### src/rtl/dm_arbiter.sv
// Data-memory arbiter: CPU M stage has priority, DMA gets a guaranteed slot after a bounded CPU streak.
// Optional write trace enabled by defining DM_ARB_LOG_EN.
module dm_arbiter #(
    parameter int MAX_CPU_STREAK = 4,
    parameter int STREAK_W       = 3
) (
    input  logic        clk,
    input  logic        reset,
    input  logic        cpu_req,
    input  logic        cpu_we,
    input  logic [3:0]  cpu_be,
    input  logic [31:0] cpu_addr,
    input  logic [31:0] cpu_wdata,
    output logic [31:0] cpu_rdata,
    output logic        cpu_stall,
    input  logic        dma_req,
    input  logic        dma_we,
    input  logic [3:0]  dma_be,
    input  logic [31:0] dma_addr,
    input  logic [31:0] dma_wdata,
    output logic        dma_ack,
    output logic [31:0] dma_rdata,
    output logic [31:0] mem_a,
    output logic [31:0] mem_wd,
    output logic [3:0]  mem_be,
    output logic        mem_we,
    input  logic [31:0] mem_rd,
    output logic        grant_dma
);

    typedef enum logic [0:0] {
        IDLE    = 1'b0,
        DMA_ACK = 1'b1
    } state_t;

    localparam logic [STREAK_W-1:0] STREAK_MAX = STREAK_W'(MAX_CPU_STREAK);

    state_t              state_r;
    logic [STREAK_W-1:0] streak_r;
    logic [31:0]         dma_rdata_r;
    logic                dma_win_s;
    logic                cpu_win_s;
    logic                at_max_s;

    // Arbitration: DMA only competes from IDLE; the ack cycle always belongs to the CPU.
    always_comb begin
        at_max_s  = (streak_r == STREAK_MAX);
        dma_win_s = 1'b0;
        cpu_win_s = 1'b0;
        if (reset) begin
            dma_win_s = 1'b0;
            cpu_win_s = 1'b0;
        end else if (state_r == IDLE) begin
            dma_win_s = dma_req && (!cpu_req || at_max_s);
            cpu_win_s = cpu_req && !dma_win_s;
        end else begin
            dma_win_s = 1'b0;
            cpu_win_s = cpu_req;
        end
    end

    // Memory port mux; an ungranted cycle drives all zeros so no stray write can occur.
    always_comb begin
        mem_a  = 32'h0000_0000;
        mem_wd = 32'h0000_0000;
        mem_be = 4'b0000;
        mem_we = 1'b0;
        if (dma_win_s) begin
            mem_a  = dma_addr;
            mem_wd = dma_wdata;
            mem_be = dma_be;
            mem_we = dma_we;
        end else if (cpu_win_s) begin
            mem_a  = cpu_addr;
            mem_wd = cpu_wdata;
            mem_be = cpu_be;
            mem_we = cpu_we;
        end else begin
            mem_a  = 32'h0000_0000;
            mem_wd = 32'h0000_0000;
            mem_be = 4'b0000;
            mem_we = 1'b0;
        end
    end

    assign cpu_rdata = mem_rd;
    assign cpu_stall = cpu_req && !cpu_win_s && !reset;
    assign grant_dma = dma_win_s;
    // A reset landing on the ack cycle drops the transaction, so the pulse is masked too.
    assign dma_ack   = (state_r == DMA_ACK) && !reset;
    assign dma_rdata = dma_rdata_r;

    // State, fairness streak and captured DMA read data.
    always_ff @(posedge clk) begin
        if (reset) begin
            state_r     <= IDLE;
            streak_r    <= {STREAK_W{1'b0}};
            dma_rdata_r <= 32'h0000_0000;
        end else begin
            case (state_r)
                IDLE: begin
                    if (dma_win_s) begin
                        dma_rdata_r <= mem_rd;
                        state_r     <= DMA_ACK;
                        streak_r    <= {STREAK_W{1'b0}};
                    end else if (cpu_win_s && dma_req) begin
                        if (!at_max_s) begin
                            streak_r <= streak_r + STREAK_W'(1);
                        end else begin
                            streak_r <= streak_r;
                        end
                    end else if (!dma_req) begin
                        streak_r <= {STREAK_W{1'b0}};
                    end else begin
                        streak_r <= streak_r;
                    end
                end
                DMA_ACK: begin
                    state_r <= IDLE;
                end
                default: begin
                    state_r  <= IDLE;
                    streak_r <= {STREAK_W{1'b0}};
                end
            endcase
        end
    end

`ifdef DM_ARB_LOG_EN
    // Write trace; the PC field is not visible here and is printed as zero.
    always_ff @(posedge clk) begin
        if (!reset && mem_we) begin
            if (grant_dma) begin
                $display("DMA %d@%h: *%h <= %h", $time, 32'h0, {mem_a[31:2], 2'b00}, mem_wd);
            end else begin
                $display("%d@%h: *%h <= %h", $time, 32'h0, {mem_a[31:2], 2'b00}, mem_wd);
            end
        end
    end
`else
    // Trace disabled: no simulation output.
`endif

endmodule
### config.mk
export PLATFORM = sky130hd
export DESIGN_NAME = dm_arbiter
export DESIGN_NICKNAME = d
export VERILOG_FILES = /design/src/rtl/dm_arbiter.sv
export SDC_FILE = /design/constraint.sdc
export NUM_CORES = 1
export LEC_CHECK = 0
export BUFFER_PORTS_ARGS = -buffer_cell sky130_fd_sc_hd__clkbuf_2
export CAP_MARGIN = 20
export CORE_AREA = 2 2 120 122
export DETAILED_ROUTE_END_ITERATION = 7
export DIE_AREA = 0 0 122 124
export SYNTH_ARGS = -nofsm -noshare
export SYNTH_HDL_FRONTEND = slang
export SYNTH_SLANG_ARGS = --single-unit
### constraint.sdc
create_clock -name clk -period 2.39 [get_ports clk]
set_input_delay 0.3585 -clock clk [delete_from_list [all_inputs] [get_ports clk]]
set_output_delay 0.3585 -clock clk [all_outputs]
set_load 0.03 [all_outputs]
==> key figures, run 1 <==
Outcome
  – Status: complete, no violations

Synthesis
  – Mapped Area: 2490 µm²
  – #FFs+latches synth: 36
  – Yosys cell types: 28
  – Yosys warns: 0
  – Sequential-to-total area share from yosys stat: 0.289
  – Syn nets: 458
  – Post-Synthesis Cells: 282
  – Avg Cell Area, Syn: 8.84 µm²

Power
  – Internal power: 0.00137 W
  – PD cells: 498 nW/µm²
  – NetSw: 0.000737 W
  – Gate power share: 0.376
  – Sw Ratio: 0.350
  – Peak supply drop: 0.305 mV
  – Sequential share of power: 0.307
  – Lkg Pwr: 2.33 nW
  – Clock Power Share: 0.317

Run
  – Max-cap check violation count: 0

Final layout
  – Most common cell after layout, fill and taps aside: clkbuf_2
  – Fillers: 1517
  – Area occupied by multi-input gates: 1370 µm²
  – Final Net Count: 726
  – Fraction of layout cells with a size suffix above 1: 0.611
  – Syn-to-layout area delta: 69.5%
  – Most frequent cells in the layout: clkbuf_2 (289), a22o_1 (67), nand2_1 (64), dfxtp_1 (36), mux2i_1 (32)
  – Total area of sequential cells: 721 µm²
  – Final Util: 0.308

Worst setup path
  – Setup crit end: mem_a[27]
  – Worst setup SP type: register
  – CP bufs+invs: 4
  – Slowest cell delay on critical path: 0.34 ns
  – Critical path fanouts, max: 32
  – Worst EP required: 2.03 ns
  – Crit. Startpoint: streak_r[0]$_SDFFE_PP0P_
  – Reg2reg start: streak_r[0]$_SDFFE_PP0P_
  – Levels on crit path: 8
  – CP arrival: 1.92 ns
  – Critical path's slowest cell: dfxtp_1
  – Critical path type: register to primary output
  – Flop2flop setup slack: 0.87 ns
  – RR Endpoint: dma_rdata[22]$_SDFFE_PP0P_
  – Setup crit end kind: primary output
  – Top delay family on crit path: buffers and inverters
  – Cell Chain, Critical Path: inv_2 -> ha_4 -> nand2_4 -> a211oi_4 -> buf_4 -> buf_12 -> a22o_1 -> clkbuf_2
  – Cells on worst reg2reg path: 6

Timing
  – Final Worst Setup Slack: 0.108 ns
  – Worst-Margin Slew: 0.608 ns
  – Setup TNS: 0 ns
  – Clock Skew: 0.00411 ns
  – Slew margin rel.: 0.595
  – Final setup viols: 0
  – Maximum operating frequency: 438 MHz
  – Slew Limit Fails: 0
  – Hold Vio Cnt, Final: 0
  – Unrepaired setup endpoints after global routing: false
  – Final min period: 2.28 ns
  – Final Cycle Share: 0.955
  – Worst hold margin: 0.321 ns

Place
  – DP Worst Slack: 0.234 ns
  – Dpl hpwl: 9700 µm
  – GPL Wtd Cong: 0.807
  – Number of I/O port buffers: 309

Global route
  – Number of global-route vias before repair: 2772
  – Largest net degree at the start of global routing: 65
  – First-pass GRT wire length: 15700 µm
  – Global-route usage over all layers: 0.140
  – Initial antenna violation count: 1
  – Overflow left after global routing: 0

Detailed routing
  – DR vias: 3098
  – DRT Pass-1 Iters: 4
  – DRT iter0 DRCs: 129
  – # DRC: 0
  – Wirelength per Cell: 16.0 µm
  – Vias/cell: 4.24
  – Antenna-violating nets left: 0
  – WL final: 11700 µm

Floorplan
  – Die width: 122 µm
  – Die ar.: 15100 µm²
  – I/O pins: 310
  – Core area: 13700 µm²
  – Chip height: 124 µm
  – Cell row count: 43
  – Initial Util: 0.182

Clocking
  – Post-cts hold buffer count: 0
  – CTS H-tree depth: 2
  – Clock latency at the later pin of the worst-skew pair: 0.27 ns
  – CTS tree: done
  – Root buf cell: clkbuf_16
  – Clk sinks: 36
  – Clock Path Buffers: 2
  – Total CTS buffers: 5
  – Register clock-pin slew on the reported worst setup and hold paths: 0.05 ns

Worst hold path
  – HP Class: input pin to register
==> state kept, by name, indices dropped and copies added, names as in the netlist <==
name,count
dma_rdata,32
state_r,1
streak_r,3
==> how the worst min path moves through the flow <==
stage / startpoint / to / slack, ns / cells past startpoint
after global placement: dma_rdata[28]$_SDFFE_PP0P_ / dma_rdata[28]$_SDFFE_PP0P_ / 0.44 / 2
after floorplan: reset / streak_r[2]$_SDFFE_PP0P_ / 0.43 / 1
after CTS: mem_rd[13] / dma_rdata[13]$_SDFFE_PP0P_ / 0.31 / 3
after global routing: mem_rd[12] / dma_rdata[12]$_SDFFE_PP0P_ / 0.32 / 3
after detailed placement: dma_rdata[13]$_SDFFE_PP0P_ / dma_rdata[13]$_SDFFE_PP0P_ / 0.45 / 2
final: mem_rd[9] / dma_rdata[9]$_SDFFE_PP0P_ / 0.32 / 3
==> worst reg2reg max path: stages (launching register included) <==
cell	delay, ns
dfxtp_1	0.34
inv_2	0.08
ha_4	0.15
nand2_4	0.08
a21oi_4	0.17
buf_4	0.38
mux2i_1	0.25
==> layer usage <==
layer / part of all wire / wire [µm] / up-vias / global-route usage
met2: 0.45 / 5270 / 191 / 0.221
met1: 0.41 / 4790 / 1368 / 0.174
met4: 0.026 / 303 / 0 / 0.0618
met5: 0 / 0 / - / 0
li1: - / - / 1522 / -
met3: 0.11 / 1340 / 17 / 0.0430
==> synthesized netlist by cell type (all sizes together) <==
library cell | n | area share
a22oi | 1 | 0.0030
nand2b | 1 | 0.0055
nor2b | 1 | 0.0025
ha | 2 | 0.010
a32oi | 1 | 0.0035
dfxtp | 36 | 0.29
nand2 | 65 | 0.099
nor2 | 2 | 0.0030
nor4bb | 1 | 0.0040
buf | 53 | 0.16
o211a | 1 | 0.0040
clkbuf | 5 | 0.0075
a22o | 69 | 0.24
and2 | 1 | 0.0025
mux2i | 32 | 0.13
a211oi | 2 | 0.011
and3b | 1 | 0.0035
nand3b | 1 | 0.0030
inv | 3 | 0.0045
o21ai | 1 | 0.0020
a21oi | 3 | 0.0075
==> power by group through the flow <==
stage	clock [W]	sequential, W	combinational (W)
after floorplan	0	0.000712	0.000439
after global placement	0	0.000658	0.000777
after detailed placement	0	0.000657	0.000776
after CTS	0.000697	0.000646	0.000794
after global routing	0.000717	0.000650	0.000841
final	0.000668	0.000646	0.000790
==> kinds of logic (layout without fill, tap and decap cells) <==
group,after synthesis,in the layout,share of synthesized area
AO/OA/AOI/OAI,78,78,0.274
adder cells (fa/ha/maj),2,2,0.0100
buffers and inverters,61,329,0.175
flip-flops,36,36,0.289
multiplexers,32,32,0.129
other,0,1,0
AND/OR/NAND/NOR,73,73,0.123
==> per-stage QoR <==
stage	area [µm²]	instances	total power (W)
detailed placement	3950	720	0.00143
finish	4220	731	0.00210
global route	4220	731	0.00221
global placement	3950	720	0.00144
CTS	4180	730	0.00214
floorplan	2490	282	0.00115
==> repair_timing <==
action	CTS	global route
pin swaps	2	0
gates cloned	1	0
resized for setup	14	18
endpoints found under the setup margin	24	45
buffers inserted	2	0
==> cell type report <==
cell class	instances	share of cell area
diodes	1	0.000592
clock buffers	7	0.0361
inverters	3	0.00267
multi-input cells	185	0.324
flip-flops and latches	36	0.171
well taps	180	0.0533
repair buffers	319	0.413
Note: power is estimated with default switching activity, not from simulation.
==> inputs of run 2 (changes only) <==
--- a/config.mk
+++ b/config.mk
@@ -7,7 +7,7 @@
 export LEC_CHECK = 0
 export BUFFER_PORTS_ARGS = -buffer_cell sky130_fd_sc_hd__clkbuf_2
 export CAP_MARGIN = 20
-export CORE_AREA = 2 2 120 122
+export CORE_AREA = 5 5 117 119
 export DETAILED_ROUTE_END_ITERATION = 7
 export DIE_AREA = 0 0 122 124
 export SYNTH_ARGS = -nofsm -noshare
==> run 2 against run 1 <==
  * Clock skew decreased by 0.00083 ns
  * Utilization up 4.1 points
  * Critical path depth stayed put
  * Clock power down 2%
  * Sequential cell count unchanged
  * Non-clock buffer count increased by 3
  * Via count is 6.2% higher
  * Worst setup slack got worse by 0.058 ns
  * Die area stayed put
  * Cell area up 3.0%
  * Largest cell class unchanged
==> key figures, run 2 (same netlist as run 1, synthesis figures left out) <==
Worst setup path
  – CP arrival: 1.98 ns (+0.06 ns)
  – Worst EP required: 2.03 ns (about the same)
  – Crit. Startpoint: streak_r[0]$_SDFFE_PP0P_
  – Critical path fanouts, max: 18 (-44%)
  – Critical path's slowest cell: dfxtp_2
  – Setup crit end: mem_a[5]
  – RR Endpoint: dma_rdata[7]$_SDFFE_PP0P_
  – Cells on worst reg2reg path: 6 (unchanged)
  – Critical path type: register to primary output
  – Worst setup SP type: register
  – Reg2reg start: streak_r[0]$_SDFFE_PP0P_
  – Flop2flop setup slack: 0.75 ns (-0.12 ns)
  – CP bufs+invs: 4 (unchanged)
  – Top delay family on crit path: buffers and inverters
  – Slowest cell delay on critical path: 0.33 ns (about the same)
  – Cell Chain, Critical Path: inv_1 -> ha_4 -> nand2_4 -> a211oi_4 -> buf_4 -> buf_12 -> a22o_1 -> buf_6
  – Levels on crit path: 8 (unchanged)
  – Setup crit end kind: primary output

Clocking
  – Register clock-pin slew on the reported worst setup and hold paths: 0.06 ns (about the same)
  – CTS H-tree depth: 2 (unchanged)
  – Clk sinks: 36 (unchanged)
  – Total CTS buffers: 5 (unchanged)
  – Post-cts hold buffer count: 0 (unchanged)
  – Root buf cell: clkbuf_16
  – CTS tree: done
  – Clock latency at the later pin of the worst-skew pair: 0.28 ns (about the same)
  – Clock Path Buffers: 2 (unchanged)

Global route
  – Initial antenna violation count: 0 (-1)
  – Number of global-route vias before repair: 3230 (+17%)
  – Overflow left after global routing: 0 (unchanged)
  – Global-route usage over all layers: 0.149 (+0.00954)
  – Largest net degree at the start of global routing: 65 (unchanged)
  – First-pass GRT wire length: 17400 µm (+11%)

Detailed routing
  – Vias/cell: 4.53 (+6.9%)
  – Antenna-violating nets left: 0 (unchanged)
  – Wirelength per Cell: 18.2 µm (+14%)
  – WL final: 13200 µm (+13%)
  – DR vias: 3290 (+6.2%)
  – DRT Pass-1 Iters: 4 (unchanged)
  – DRT iter0 DRCs: 176 (+36%)
  – # DRC: 0 (unchanged)

Final layout
  – Fraction of layout cells with a size suffix above 1: 0.614 (+0.00281)
  – Number of diodes: 0 (-1)
  – Area occupied by multi-input gates: 1380 µm² (+0.55%)
  – Finished Layout Cells: 726 (-0.68%)
  – Syn-to-layout area delta: 74.5%
  – Max reg flops: 32 (unchanged)
  – Final Cell Area: 4350 µm² (+3.0%)
  – Fillers: 1336 (-12%)
  – Most common cell after layout, fill and taps aside: clkbuf_2
  – Final Net Count: 729 (+0.41%)
  – Most frequent cells in the layout: clkbuf_2 (256), a22o_1 (67), nand2_1 (64), clkbuf_4 (39), dfxtp_1 (35)
  – Total area of sequential cells: 722 µm² (+0.17%)

Timing
  – Hold Vio Cnt, Final: 0 (unchanged)
  – Clock Skew: 0.00328 ns (-0.000832 ns)
  – Setup TNS: 0 ns (unchanged)
  – Unrepaired setup endpoints after global routing: true
  – Final min period: 2.34 ns (+0.0584 ns)
  – Final Cycle Share: 0.979 (+0.0244)
  – Slew Limit Fails: 0 (unchanged)
  – Slew margin rel.: 0.602 (+0.00675)
  – Worst-Margin Slew: 0.598 ns (-0.0101 ns)
  – Worst hold margin: 0.318 ns (-0.00321 ns)
  – Final setup viols: 0 (unchanged)
  – Maximum operating frequency: 427 MHz (-2.5%)

Floorplan
  – Cell row count: 41 (-4.7%)
  – I/O pins: 310 (unchanged)
  – Chip height: 124 µm (unchanged)
  – Die ar.: 15100 µm² (unchanged)
  – Die width: 122 µm (unchanged)
  – Core area: 12500 µm² (-9.1%)
  – Initial Util: 0.200 (+0.0183)

Worst hold path
  – Worst hold stages: 3 (unchanged)
  – HP Class: input pin to register

Power
  – Clock Power Share: 0.307 (-0.010)
  – Gate power share: 0.388 (+0.012)
  – PD cells: 488 nW/µm² (-2.0%)
  – Sequential share of power: 0.304 (-0.003)
  – Final Total Pwr: 0.00212 W (+0.86%)
  – Lkg Pwr: 2.37 nW (+1.9%)
  – Sw Ratio: 0.357 (+0.00675)
  – NetSw: 0.000757 W (+2.8%)
  – Internal power: 0.00136 W (-0.18%)
  – Peak supply drop: 0.460 mV (+51%)

Place
  – Cells after DPL: 710 (-1.4%)
  – Number of I/O port buffers: 309 (unchanged)
  – Post-DP Area: 3900 µm² (-1.3%)
  – GPL Wtd Cong: 0.861 (+6.7%)
  – Dpl hpwl: 10400 µm (+6.7%)

Run
  – Max-cap check violation count: 0 (unchanged)

Outcome
  – Status: complete, no violations
-- run 2: cell count changes in the layout (fill, tap and decap cells not counted), moves of 2 or more --
cell,previous run,this run
buf_2,3,7
clkbuf_16,5,7
clkbuf_2,289,256
buf_4,7,11
clkinv_2,0,2
buf_6,1,3
clkbuf_4,14,39
buf_12,4,2
-- run 2: worst reg2reg max path, cell delays in order (launching register included) --
cell     delay [ns]
dfxtp_2        0.33
inv_1          0.10
ha_4           0.17
nand2_4        0.09
a21oi_4        0.15
buf_4          0.46
mux2i_1        0.28
-- run 2: layout make-up --
class,instances,area share
sequential,36,0.166
clock buffer,6,0.0319
tap,172,0.0495
inverter,3,0.00259
multi-input combinational,185,0.316
timing repair buffer,322,0.431
clock inverter,2,0.00230
-- run 2: what timing repair did --
item	CTS	global route
setup endpoints to repair	67	66
hold endpoints to repair	0	0
setup buffers	2	2
pin swaps	2	1
gates resized for setup	23	73
gates cloned	2	2
-- run 2: how the worst min path moves through the flow --
stage | startpoint | to | slack [ns]
2_1_floorplan | reset | streak_r[2]$_SDFFE_PP0P_ | 0.43
3_3_place_gp | dma_rdata[4]$_SDFFE_PP0P_ | dma_rdata[4]$_SDFFE_PP0P_ | 0.44
3_5_place_dp | dma_rdata[20]$_SDFFE_PP0P_ | dma_rdata[20]$_SDFFE_PP0P_ | 0.45
4_1_cts | mem_rd[12] | dma_rdata[12]$_SDFFE_PP0P_ | 0.31
5_1_grt | mem_rd[12] | dma_rdata[12]$_SDFFE_PP0P_ | 0.32
6_report | mem_rd[19] | dma_rdata[19]$_SDFFE_PP0P_ | 0.32
-- run 2: power groups by stage --
| stage | logic [W] | registers (W) | clock network [W] |
|---|---|---|---|
| 5_1_grt | 0.000869 | 0.000650 | 0.000707 |
| 3_3_place_gp | 0.000764 | 0.000658 | 0 |
| 3_5_place_dp | 0.000768 | 0.000658 | 0 |
| 2_1_floorplan | 0.000439 | 0.000712 | 0 |
| 6_report | 0.000824 | 0.000646 | 0.000652 |
| 4_1_cts | 0.000800 | 0.000646 | 0.000685 |
-- run 2: routing by layer --
metal  up-vias  GRT usage  wire length [µm]
li1       1527          -                 -
met2       219      0.255              6440
met1      1515      0.172              4820
met5         -          0                 0
met4         0     0.0609               383
met3        29     0.0486              1570
-- run 2: through the flow --
step,setup WS [ns],utilization
after floorplan,0.357,-
after global placement,0.134,0.313
after detailed placement,0.107,0.313
after CTS,0.0000300,0.336
after global routing,-0.0448,0.349
final,0.0496,0.349
